===== src/rtl/key_repeat_if.sv =====
`default_nettype none
// ============================================================================
//  Module      : key_repeat_if
//  Description : Key/command signal bundle between the button front end,
//                the VGA frame-tick source and the grid controller.
//  Revision    : 1.0 - initial release
// ============================================================================
interface key_repeat_if;
    logic [3:0] key_sw;       // raw asynchronous buttons
    logic       draw_finish;  // one-clk frame tick
    logic [3:0] op_keys;      // one-clk command pulses
    logic [3:0] held_keys;    // debounced key levels

    // Side that owns the buttons and the frame tick.
    modport master (
        output key_sw,
        output draw_finish,
        input  op_keys,
        input  held_keys
    );

    // Side that turns buttons into command pulses.
    modport slave (
        input  key_sw,
        input  draw_finish,
        output op_keys,
        output held_keys
    );
endinterface
`default_nettype wire


===== src/rtl/key_repeat_ctrl.sv =====
`default_nettype none
// ============================================================================
//  Module      : key_repeat_ctrl
//  Description : Synchronizes and debounces four push buttons, emits a
//                one-clk command pulse per press, auto-repeats keys 1..3
//                on frame ticks while held, and serializes simultaneous
//                events through a fixed-priority arbiter.
//  Revision    : 1.0 - initial release
// ============================================================================
module key_repeat_ctrl #(
    parameter int unsigned DEBOUNCE_CYCLES = 250000,
    parameter int unsigned REPEAT_DELAY    = 12,
    parameter int unsigned REPEAT_RATE     = 4
) (
    input  wire logic   clk,
    input  wire logic   reset,
    key_repeat_if.slave bus
);

    localparam logic [17:0] c_deb_last = 18'(DEBOUNCE_CYCLES - 1);
    localparam logic [5:0]  c_delay    = 6'(REPEAT_DELAY);
    localparam logic [5:0]  c_rate     = 6'(REPEAT_RATE);

    typedef enum logic [1:0] {
        ST_IDLE   = 2'd0,
        ST_DELAY  = 2'd1,
        ST_REPEAT = 2'd2
    } rep_state_t;

    logic [3:0]  r_sync1;
    logic [3:0]  r_sync2;
    logic [17:0] r_deb_cnt [4];
    logic [3:0]  r_held;
    logic [3:0]  r_held_prev;
    logic [3:0]  r_pending;
    logic [3:0]  r_op;

    // Auto-repeat FSMs exist only for keys 1..3; key 0 (rotate) never repeats.
    rep_state_t  r_state     [1:3];
    rep_state_t  w_state_nxt [1:3];
    logic [5:0]  r_fcnt      [1:3];
    logic [5:0]  w_fcnt_nxt  [1:3];
    logic [5:0]  w_fcnt_inc;

    logic [3:0]  w_rise;
    logic [3:0]  w_rep_evt;
    logic [3:0]  w_new_evt;
    logic [3:0]  w_grant;

    // Two-flop synchronizer on the raw buttons.
    always_ff @(posedge clk or posedge reset) begin
        if (reset) begin
            r_sync1 <= '0;
            r_sync2 <= '0;
        end else begin
            r_sync1 <= bus.key_sw;
            r_sync2 <= r_sync1;
        end
    end

    // Per-key debounce: a level must differ from the accepted level for
    // DEBOUNCE_CYCLES consecutive edges before it is accepted.
    always_ff @(posedge clk or posedge reset) begin
        if (reset) begin
            r_held <= '0;
            for (int k = 0; k < 4; k++) begin
                r_deb_cnt[k] <= '0;
            end
        end else begin
            for (int k = 0; k < 4; k++) begin
                if (r_sync2[k] == r_held[k]) begin
                    r_deb_cnt[k] <= '0;
                end else if (r_deb_cnt[k] == c_deb_last) begin
                    r_held[k]    <= r_sync2[k];
                    r_deb_cnt[k] <= '0;
                end else begin
                    r_deb_cnt[k] <= r_deb_cnt[k] + 18'd1;
                end
            end
        end
    end

    // Previous accepted level, used to spot press (0->1) transitions.
    always_ff @(posedge clk or posedge reset) begin
        if (reset) begin
            r_held_prev <= '0;
        end else begin
            r_held_prev <= r_held;
        end
    end

    // Repeat FSM state and frame-counter registers.
    always_ff @(posedge clk or posedge reset) begin
        if (reset) begin
            for (int k = 1; k < 4; k++) begin
                r_state[k] <= ST_IDLE;
                r_fcnt[k]  <= '0;
            end
        end else begin
            for (int k = 1; k < 4; k++) begin
                r_state[k] <= w_state_nxt[k];
                r_fcnt[k]  <= w_fcnt_nxt[k];
            end
        end
    end

    // Repeat FSM next-state logic; a released key always wins over a tick.
    always_comb begin
        w_rep_evt  = '0;
        w_fcnt_inc = '0;
        for (int k = 1; k < 4; k++) begin
            w_state_nxt[k] = r_state[k];
            w_fcnt_nxt[k]  = r_fcnt[k];
        end
        for (int k = 1; k < 4; k++) begin
            w_fcnt_inc = r_fcnt[k] + 6'd1;
            if (!r_held[k]) begin
                w_state_nxt[k] = ST_IDLE;
                w_fcnt_nxt[k]  = '0;
            end else begin
                case (r_state[k])
                    ST_IDLE: begin
                        w_state_nxt[k] = ST_DELAY;
                        w_fcnt_nxt[k]  = '0;
                    end
                    ST_DELAY: begin
                        if (bus.draw_finish) begin
                            if (w_fcnt_inc == c_delay) begin
                                w_rep_evt[k]   = 1'b1;
                                w_fcnt_nxt[k]  = '0;
                                w_state_nxt[k] = ST_REPEAT;
                            end else begin
                                w_fcnt_nxt[k] = w_fcnt_inc;
                            end
                        end
                    end
                    ST_REPEAT: begin
                        if (bus.draw_finish) begin
                            if (w_fcnt_inc == c_rate) begin
                                w_rep_evt[k]  = 1'b1;
                                w_fcnt_nxt[k] = '0;
                            end else begin
                                w_fcnt_nxt[k] = w_fcnt_inc;
                            end
                        end
                    end
                    default: begin
                        w_state_nxt[k] = ST_IDLE;
                        w_fcnt_nxt[k]  = '0;
                    end
                endcase
            end
        end
    end

    // Press events plus repeat events; grant isolates the lowest set bit.
    assign w_rise    = r_held & ~r_held_prev;
    assign w_new_evt = w_rise | w_rep_evt;
    assign w_grant   = r_pending & (~r_pending + 4'd1);

    // Arbiter: issue one pulse per cycle; an event arriving for the key
    // being granted stays pending and produces a later second pulse.
    always_ff @(posedge clk or posedge reset) begin
        if (reset) begin
            r_pending <= '0;
            r_op      <= '0;
        end else begin
            r_pending <= (r_pending & ~w_grant) | w_new_evt;
            r_op      <= w_grant;
        end
    end

    assign bus.op_keys   = r_op;
    assign bus.held_keys = r_held;

endmodule
`default_nettype wire


===== src/flat_wrapper.sv =====
// flat-port wrapper written by rule: the top's interface ports become plain ports
module key_repeat_ctrl_flat 
#(
    parameter int unsigned DEBOUNCE_CYCLES = 250000,
    parameter int unsigned REPEAT_DELAY    = 12,
    parameter int unsigned REPEAT_RATE     = 4
)
  (clk, reset, bus_key_sw, bus_draw_finish, bus_op_keys, bus_held_keys);
  key_repeat_if bus_i ();
  input  wire logic clk;
  input  wire logic reset;
  input wire logic [$bits(bus_i.key_sw)-1:0] bus_key_sw;
  input wire logic [$bits(bus_i.draw_finish)-1:0] bus_draw_finish;
  output wire logic [$bits(bus_i.op_keys)-1:0] bus_op_keys;
  output wire logic [$bits(bus_i.held_keys)-1:0] bus_held_keys;
  assign bus_i.key_sw = bus_key_sw;
  assign bus_i.draw_finish = bus_draw_finish;
  assign bus_op_keys = bus_i.op_keys;
  assign bus_held_keys = bus_i.held_keys;
  key_repeat_ctrl #(.DEBOUNCE_CYCLES(DEBOUNCE_CYCLES), .REPEAT_DELAY(REPEAT_DELAY), .REPEAT_RATE(REPEAT_RATE)) u_core (.clk(clk), .reset(reset), .bus(bus_i));
endmodule

===== config.mk =====
export PLATFORM = sky130hd
export DESIGN_NAME = key_repeat_ctrl_flat
export DESIGN_NICKNAME = d
export VERILOG_FILES = /design/src/rtl/key_repeat_if.sv /design/src/rtl/key_repeat_ctrl.sv /design/src/flat_wrapper.sv
export SDC_FILE = /design/constraint.sdc
export NUM_CORES = 1
export LEC_CHECK = 0
export ABC_CLOCK_PERIOD_IN_PS = 10900
export BUFFER_PORTS_ARGS = -buffer_cell sky130_fd_sc_hd__buf_2
export CELL_PAD_IN_SITES_DETAIL_PLACEMENT = 0
export CELL_PAD_IN_SITES_GLOBAL_PLACEMENT = 1
export CORE_UTILIZATION = 34
export CTS_BUF_LIST = sky130_fd_sc_hd__clkbuf_8
export CTS_CLUSTER_SIZE = 12
export DETAILED_ROUTE_END_ITERATION = 10
export GPL_TIMING_DRIVEN = 0
export PLACE_DENSITY_LB_ADDON = 0.1
export SLEW_MARGIN = 20
export SYNTH_ARGS = -nofsm -noshare
export SYNTH_HDL_FRONTEND = slang
export SYNTH_SLANG_ARGS = --single-unit

===== constraint.sdc =====
create_clock -name clk -period 10.9 [get_ports clk]
set_clock_uncertainty 0.05 [all_clocks]
set_input_delay 2.18 -clock clk [delete_from_list [all_inputs] [get_ports clk]]
set_output_delay 2.18 -clock clk [all_outputs]
set_load 0.02 [all_outputs]

Word-level counts from Yosys, hierarchy flattened
Cells that the tools add are included.
{ "totals": {"inputBits": 7, "romBits": 0, "regBits": 120, "ramBits": 0, "n_memories": 0, "latchBits": 0, "elab_cells": 140} }
{ "op_classes": {"n_lt_le_gt_ge": 0, "multipliers": 0, "addsub": 8, "shifts": 0, "reduce_logical": 13, "div": 0, "n_eq_ne": 32, "bitwise": 12, "n_mux": 56} }
{ "ops": {"columns": ["op", "count"], "rows": [
  ["two-way mux 18 bit", 8],
  ["two-way mux 6 bit", 15],
  ["adder 18 x 1 -> 18 bit (second input constant)", 4],
  ["equality test 18 bit (second input constant)", 4],
  ["case mux 6 bit (2 select lines)", 3],
  ["!= test 3 bit (second input constant)", 9],
  ["adder 6 x 1 -> 6 bit (second input constant)", 3],
  ["equality test 6 x 3 -> 1 bit (second input constant)", 3],
  ["equality test 6 x 4 -> 1 bit (second input constant)", 3],
  ["two-way mux 2 bit", 9],
  ["case mux 2 bit (3 select lines)", 3],
  ["two-way mux 1 bit", 15],
  ["AND reduction 2 bit", 7],
  ["AND 4 bit", 3],
  ["NOT 4 bit", 3],
  ["AND reduction 3 bit", 3],
  ["bitwise OR 4 bit", 2],
  ["equality test 2 x 1 -> 1 bit (second input constant)", 3],
  ["equality test 2 bit (second input constant)", 3],
  ["logical NOT 2 bit", 3],
  ["!= test 2 bit (second input constant)", 3],
  ["case mux 1 bit (2 select lines)", 3],
  ["adder 4 x 1 -> 4 bit (second input constant)", 1],
  ["equality test 1 bit", 4],
  ["NOT 1 bit", 4]
]} }

Depth between registers and ports, before layout
Gate-level depths: netlist of the first run.
{ "logic_depth": {"ltp_word": 8, "depth_mapped": 7, "depth_no_buf": 7} }

Worst setup path before layout of the first run
No wires, ideal clock.
{ "synth_path": {"path_type": "input-to-reg", "from": "in bus_draw_finish", "to": "reg u_core.r_fcnt[14] (netlist name)", "setup_ns": 0.118, "required_time_ns": 10.732, "arrival_ns": 3.004, "path_stages": 4, "slack_ns": 7.728, "cell_sequence": "clkbuf_1 buf_1 o22ai_1 a21o_1"} }
{ "synth_between": {"elab_chain_len": 2} }
{ "synth_lines": {"columns": ["item", "line_no", "source"], "rows": [
  ["from (decl)", "flat_wrapper.sv:13", "input wire logic [$bits(bus_i.draw_finish)-1:0] bus_draw_finish;"],
  ["!= test 3 bit (no source line)", null, null],
  ["AND reduction 2 bit (no source line) (*)", null, null],
  ["to (signal, indexed assignment)", "key_repeat_ctrl.sv:102", "r_fcnt[k] <= w_fcnt_nxt[k];"],
  ["to (decl)", "key_repeat_ctrl.sv:41", "logic [5:0] r_fcnt [1:3];"]
]} }
Every way passes the cells marked *; elsewhere a longest branch is shown, timed or not.
A chain may end at the register's enable or synchronous reset.

Worst setup path in the final report of the first run
{ "layout_path": {"from": "in bus_draw_finish", "to": "reg u_core.r_fcnt[13] (netlist name)"} }
The elaborated chain is that of the path after synthesis.

==> results of run 1 <==
-- path summary, 6_finish.rpt --
path / endpoint
worst min-delay path: u_core.r_sync2[3]
worst max-delay path: u_core.r_fcnt[13]
max in group asynchronous: u_core.r_deb_cnt[47]
min in group asynchronous: u_core.r_fcnt[8]
worst max register to register: u_core.r_fcnt[2]
worst min register to register: u_core.r_sync2[3]
-- where the power goes --
group | leakage, uW | switching, uW | internal (uW) | total [uW]
Clock | 0.000184 | 164 | 188 | 352
Sequential | 0.00165 | 4.08 | 451 | 455
Combinational | 0.00109 | 18.4 | 8.42 | 26.8
Total | 0.00292 | 186 | 647 | 834
-- synthesized netlist by cell type, drive strengths merged --
library cell	instances
dfrtp	120
nor2	102
xor2	48
nand2	43
nand3	40
xnor2	28
nand4	21
ha	20
o21ai	17
nor2b	16
inv	14
nand2b	11
buf	10
nor4	8
nor4b	8
a21oi	7
and2	7
nor3	7
o31ai	7
and3	6
mux2i	6
a21o	4
and4	4
mux2	4
clkbuf	3
nand3b	3
or2	3
a21boi	2
a22o	2
o22ai	2
a22oi	1
a32oi	1
nor3b	1
o211ai	1
o21bai	1
o221ai	1
o32a	1
o41ai	1
or3b	1
or4	1
-- layer usage --
layer	global-route usage	share of wire	up-vias
li1	-	-	2040
met1	0.183	0.50	1972
met2	0.206	0.45	45
met4	0.0511	0.015	0
met5	0	0	-
met3	0.0423	0.031	13
-- layout make-up --
cell class / instances / area (um^2) / area share
clock buffer: 20 / 275 / 0.0416
multi-input combinational: 436 / 2770 / 0.418
buffer: 13 / 88.8 / 0.0134
timing repair buffer: 15 / 97.6 / 0.0147
inverter: 14 / 57.6 / 0.00869
sequential: 120 / 3000 / 0.454
clock inverter: 7 / 57.6 / 0.00869
tap: 220 / 275 / 0.0416
-- state kept, by name (all words and copies together), names as in the netlist --
register and count:
u_core.bus.held_keys 4, u_core.bus.op_keys 4, u_core.r_deb_cnt 72, u_core.r_fcnt 18, u_core.r_held_prev 4, u_core.r_pending 4
u_core.r_state 6, u_core.r_sync1 4, u_core.r_sync2 4
-- metrics by stage --
| step | setup slack [ns] | std cells | instance area, um^2 |
|---|---|---|---|
| 2_1_floorplan | 5.48 | 583 | 5910 |
| 3_3_place_gp | 3.95 | 817 | 6250 |
| 3_5_place_dp | 7.04 | 818 | 6290 |
| 4_1_cts | 7.51 | 845 | 6620 |
| 5_1_grt | 7.34 | 845 | 6620 |
| 6_report | 7.55 | 845 | 6620 |
-- critical path, delay by kind of cell --
kind,cells,cell delay [ns]
AO/OA/AOI/OAI,2,0.40
buffers and inverters,3,1.05
-- kinds of logic after synthesis --
kind of cell             after synthesis  synth area share
AO/OA/AOI/OAI                         48            0.0529
XOR/XNOR                              76             0.113
adder cells (fa/ha/maj)               20            0.0423
buffers and inverters                 27            0.0239
flip-flops                           120             0.508
multiplexers                          10            0.0178
AND/OR/NAND/NOR                      282             0.242
==> flow_summary.yaml, run 1 <==
floorplanning:
  dieWidth_um: 134
  rows: 47
  design.core.area_um2: 16800
  die_y_um: 134
  start_util: 0.353
  dieArea_um2: 17900
  ioPinCount: 15
cts:
  cts_sinks: 120
  clk_pin_slew_worst_paths_ns: 0.07
  cts_max_path_buffers: 2
  post_cts_buffers: 0
  cts_made_buffers: 17
  cts_tree: "done"
  hold_buffers: 0
  htree_levels: 4
  cts_resized: 0
  root_buffer: "clkbuf_8"
  clk_latency_ns: 0.43
route:
  firstDrtPassIters: 4
  drt_wl_total_um: 11000
  drtIter0Drc: 202
  viasPerCell: 4.82
  wl_per_cell_um: 13.1
  ant_nets: 0
  vias: 4070
  drc: 0
sta:
  hold_viol: 0
  slew_headroom: 0.536
  drv_slew: 0
  period_share: 0.307
  rsz0062_at_grt: "no"
  fin_crit_ns: 3.35
  worst_pin_slew_ns: 0.689
  tns_ns: 0
  whs_ns: 0.302
  max_freq_mhz: 298
  finalSetupViolCount: 0
yosys:
  yosys_warnings: 0
  ys_seq_elements: 120
  syn_area_per_cell_um2: 10.1
  syn_inst: 583
  syn_nets: 610
  seq_area_frac_synth: 0.508
  synth_top_cell_by_area: "dfrtp_1"
  yosys.cell_types.count: 46
  netlist.area_leader.share: 0.508
  syn_area_um2: 5910
  synth_top_cells_by_area: "dfrtp_1 51%, xor2_1 7.1%, nor2_1 6.5%"
grt:
  grt_pass1_wl_um: 19300
  grt_usage: 0.136
  antenna_found_initial: 0
  grt_max_degree: 79
  grt_overflow_total: 0
  grt_pass1_vias: 3971
place:
  gp_congestion: 0.779
  hpwl_um: 7510
  numPortBuffers: 14
cells_and_area:
  mostFrequentLayoutCells: "120 x dfrtp_1, 102 x nor2_1, 48 x xor2_1"
  drive_gt1_frac: 0.101
  num_antenna_cells: 0
  final_util: 0.395
  syn_to_final_growth_pct: 12.0
  final_nets: 644
  layout_commonest_cell: "dfrtp_1"
  fillers: 1668
worst_hold_path:
  hold_depth: 0
  hold_class: "reg2reg"
  min_from: "u_core.r_sync1[3]"
worst_setup_path:
  worst-r2r-setup-slack_ns: 8.87
  crit_path_end_kind: "register"
  cp-start-kind: "input port"
  cp_slowest_cell: "buf_1"
  path_max_fanout: 10
  required_ns: 11.18
  critPathMaxStageDelay_ns: 0.47
  cp.arrival_ns: 3.63
  path_cells: "buf_2, clkbuf_1, buf_1, o21ai_0, o31ai_1"
  critPathKind: "in2reg"
  reg2reg_depth: 6
  startpoint: "bus_draw_finish"
  r2r-start: "u_core.r_state[0]"
power:
  power.total_uw: 834
  p_leak_uw: 0.00292
  power_density_nw_per_um2: 126
  peakVddDrop_v: 0.0000655
flow_run:
  cap_violations: 0
status:
  outcome: "finished clean"
Note: power is estimated with default switching activity, not from simulation.
==> run 2: changes to the inputs <==
--- a/config.mk
+++ b/config.mk
@@ -5,7 +5,8 @@
 export SDC_FILE = /design/constraint.sdc
 export NUM_CORES = 1
 export LEC_CHECK = 0
-export ABC_CLOCK_PERIOD_IN_PS = 10900
+export ABC_AREA = 1
+export ABC_CLOCK_PERIOD_IN_PS = 3000
 export BUFFER_PORTS_ARGS = -buffer_cell sky130_fd_sc_hd__buf_2
 export CELL_PAD_IN_SITES_DETAIL_PLACEMENT = 0
 export CELL_PAD_IN_SITES_GLOBAL_PLACEMENT = 1
==> constraint.sdc (replaced) <==
create_clock -name clk -period 3 [get_ports clk]
set_clock_uncertainty 0.05 [all_clocks]
set_input_delay 0.6 -clock clk [delete_from_list [all_inputs] [get_ports clk]]
set_output_delay 0.6 -clock clk [all_outputs]
set_load 0.02 [all_outputs]
==> flow_summary.yaml, run 2 <==
sta:
  timing.final.ws_setup_ns: 1.12
  max_freq_mhz: 533
  rsz0062_at_grt: "no"
  fin_crit_ns: 1.88
  finalSetupViolCount: 0
  worst_pin_slew_ns: 0.714
  drv_slew: 0
  hold_viol: 0
  slew_headroom: 0.523
  tns_ns: 0
  whs_ns: 0.210
  period_share: 0.625
power:
  sw_frac_of_total: 0.240
  p_seq_frac: 0.510
  peakVddDrop_v: 0.000237
  p_leak_uw: 0.00339
  power_density_nw_per_um2: 434
  clkPwrFrac: 0.459
  p_sw_uw: 777
  intPower_uw: 2460
  combPwrFrac: 0.031
yosys:
  ys_seq_elements: 120
  synth_ff_type: "dfrtp_1"
  seq_area_frac_synth: 0.455
  netlist.area_leader.share: 0.455
  syn_inst: 829
  yosys.cell_types.count: 36
  synth_top_cells_by_area: "dfrtp_1 46%, nand2_1 9.8%, nor2_1 6.8%"
  async_flop_share: 1.00
  yosys_warnings: 0
  syn_area_per_cell_um2: 7.96
  synth_most_common_cell: "nand2_1"
  synth-edff-count: 0
  synth_common_cells: "172 x nand2_1, 120 x dfrtp_1, 120 x nor2_1"
  syn_nets: 856
  syn_area_um2: 6600
  synth_top_cell_by_area: "dfrtp_1"
cells_and_area:
  seqCellArea_um2: 3000
  largest-register: "u_core.r_deb_cnt"
  multi_input_area_um2: 3140
  layout_commonest_cell: "nand2_1"
  reg_top3: "u_core.r_deb_cnt x72, u_core.r_fcnt x18, u_core.r_state x6"
  num_antenna_cells: 0
  syn_to_final_growth_pct: 13.1
  largest_reg_flops: 72
  drive_gt1_frac: 0.121
  final_util: 0.395
  final_nets: 892
  fillers: 1965
  mostFrequentLayoutCells: "172 x nand2_1, 120 x nor2_1, 120 x dfrtp_1"
cts:
  hold_buffers: 0
  cts_max_path_buffers: 2
  cts_resized: 0
  cts_sinks: 120
  htree_levels: 4
  clk_pin_slew_worst_paths_ns: 0.08
  post_cts_buffers: 0
  cts_tree: "done"
  clk_latency_ns: 0.44
  cts_made_buffers: 17
  root_buffer: "clkbuf_8"
route:
  drt_wl_total_um: 14100
  dr_wl_met2_um: 6410
  met1_length_um: 7130
  firstDrtPassIters: 5
  wl_per_cell_um: 12.4
  wl_met3_um: 455
  drtIter0Drc: 191
  vias: 5292
  ant_nets: 0
  highest_layer: "met4"
  viasPerCell: 4.65
  drc: 0
floorplanning:
  dieWidth_um: 141
  die_y_um: 141
  dieArea_um2: 20000
  rows: 50
  ioPinCount: 15
  design.core.area_um2: 18900
  start_util: 0.349
grt:
  grt_pass1_wl_um: 25300
  grt_pass1_vias: 5286
  grt_overflow_total: 0
  antenna_found_initial: 0
  grt_usage: 0.159
  grt_max_degree: 34
worst_setup_path:
  required_ns: 3.29
  path_cells: "ha_1, nand3_1, inv_1, nand3_1, nor2_1, nand3_1, nor2_1, nor2_1, o21a_1"
  cp.arrival_ns: 2.16
  r2r-start: "u_core.r_deb_cnt[18]"
  crit_path_end_kind: "register"
  cp_top_family: "simple AND/OR/NAND/NOR gates"
  cp-start-kind: "register"
  startpoint: "u_core.r_deb_cnt[18]"
  cp_num_buf_inv: 1
  path_max_fanout: 6
  critPathKind: "reg2reg"
  cp_slowest_cell: "dfrtp_1"
  critPathMaxStageDelay_ns: 0.47
place:
  numPortBuffers: 14
  hpwl_um: 10400
  place_ws_ns: 1.11
  gp_congestion: 0.804
worst_hold_path:
  hold_class: "in2reg"
  min_from: "bus_key_sw[2]"
flow_run:
  cap_violations: 0
status:
  outcome: "finished clean"
[run 2: changes by cell type in the layout (fill, tap and decap cells not counted), sizes merged, moves of 9 or more]
cell,change
nand2,+139
inv,+98
nand3,+36
nor2,+32
xnor2,-21
nor3,+17
nor2b,-16
xor2,-15
nand2b,-11
a21oi,+9
nand4,+9
or2,+9
[run 2: through the flow]
stage	cells	area (um^2)	power, uW
4_1_cts	1138	7460	3310
2_1_floorplan	829	6600	1750
5_1_grt	1138	7460	3390
3_3_place_gp	1103	7000	1780
6_report	1138	7460	3240
3_5_place_dp	1106	7060	1790
[run 2: layer usage]
layer | track usage | vias up
li1 | - | 2744
met1 | 0.212 | 2476
met2 | 0.249 | 62
met3 | 0.0402 | 10
met4 | 0.0549 | 0
met5 | 0 | -
[run 2: cells by family (layout without fill, tap and decap cells)]
logic type,count (synthesis),after routing,share of synthesized area
mux,2,2,0.00341
flops,120,120,0.455
fa+ha+maj,20,20,0.0379
compound gates,52,52,0.0444
simple gates,477,477,0.337
buf+inv,118,167,0.0688
xor+xnor,40,40,0.0531
[run 2: layout make-up]
cell class / instances / share of cell area
multi-input cells: 591 / 0.421
clock buffers: 20 / 0.0369
inverters: 113 / 0.0574
flip-flops and latches: 120 / 0.403
clock inverters: 12 / 0.0171
well taps: 260 / 0.0436
repair buffers: 17 / 0.0174
plain buffers: 5 / 0.00403
[run 2: power by group through the flow]
| stage | Clock (uW) | Sequential, uW | Combinational [uW] |
|---|---|---|---|
| after floorplan | 0 | 1680 | 64.9 |
| after global placement | 0 | 1690 | 94.1 |
| after detailed placement | 0 | 1690 | 106 |
| after CTS | 1550 | 1650 | 106 |
| after global routing | 1610 | 1660 | 120 |
| final | 1490 | 1650 | 99.6 |
[run 2: path summary, 6_finish.rpt]
path / depth (start not counted) / to / slack [ns]
hold reg to reg: 0 / u_core.r_sync2[1] / 0.31
hold / removal: 1 / u_core.r_sync1[2] / 0.21
min in group asynchronous: 2 / u_core.r_deb_cnt[15] / 0.22
setup reg to reg: 9 / u_core.r_deb_cnt[28] / 1.12
setup / recovery: 9 / u_core.r_deb_cnt[28] / 1.12
max in group asynchronous: 4 / u_core.r_state[5] / 1.85
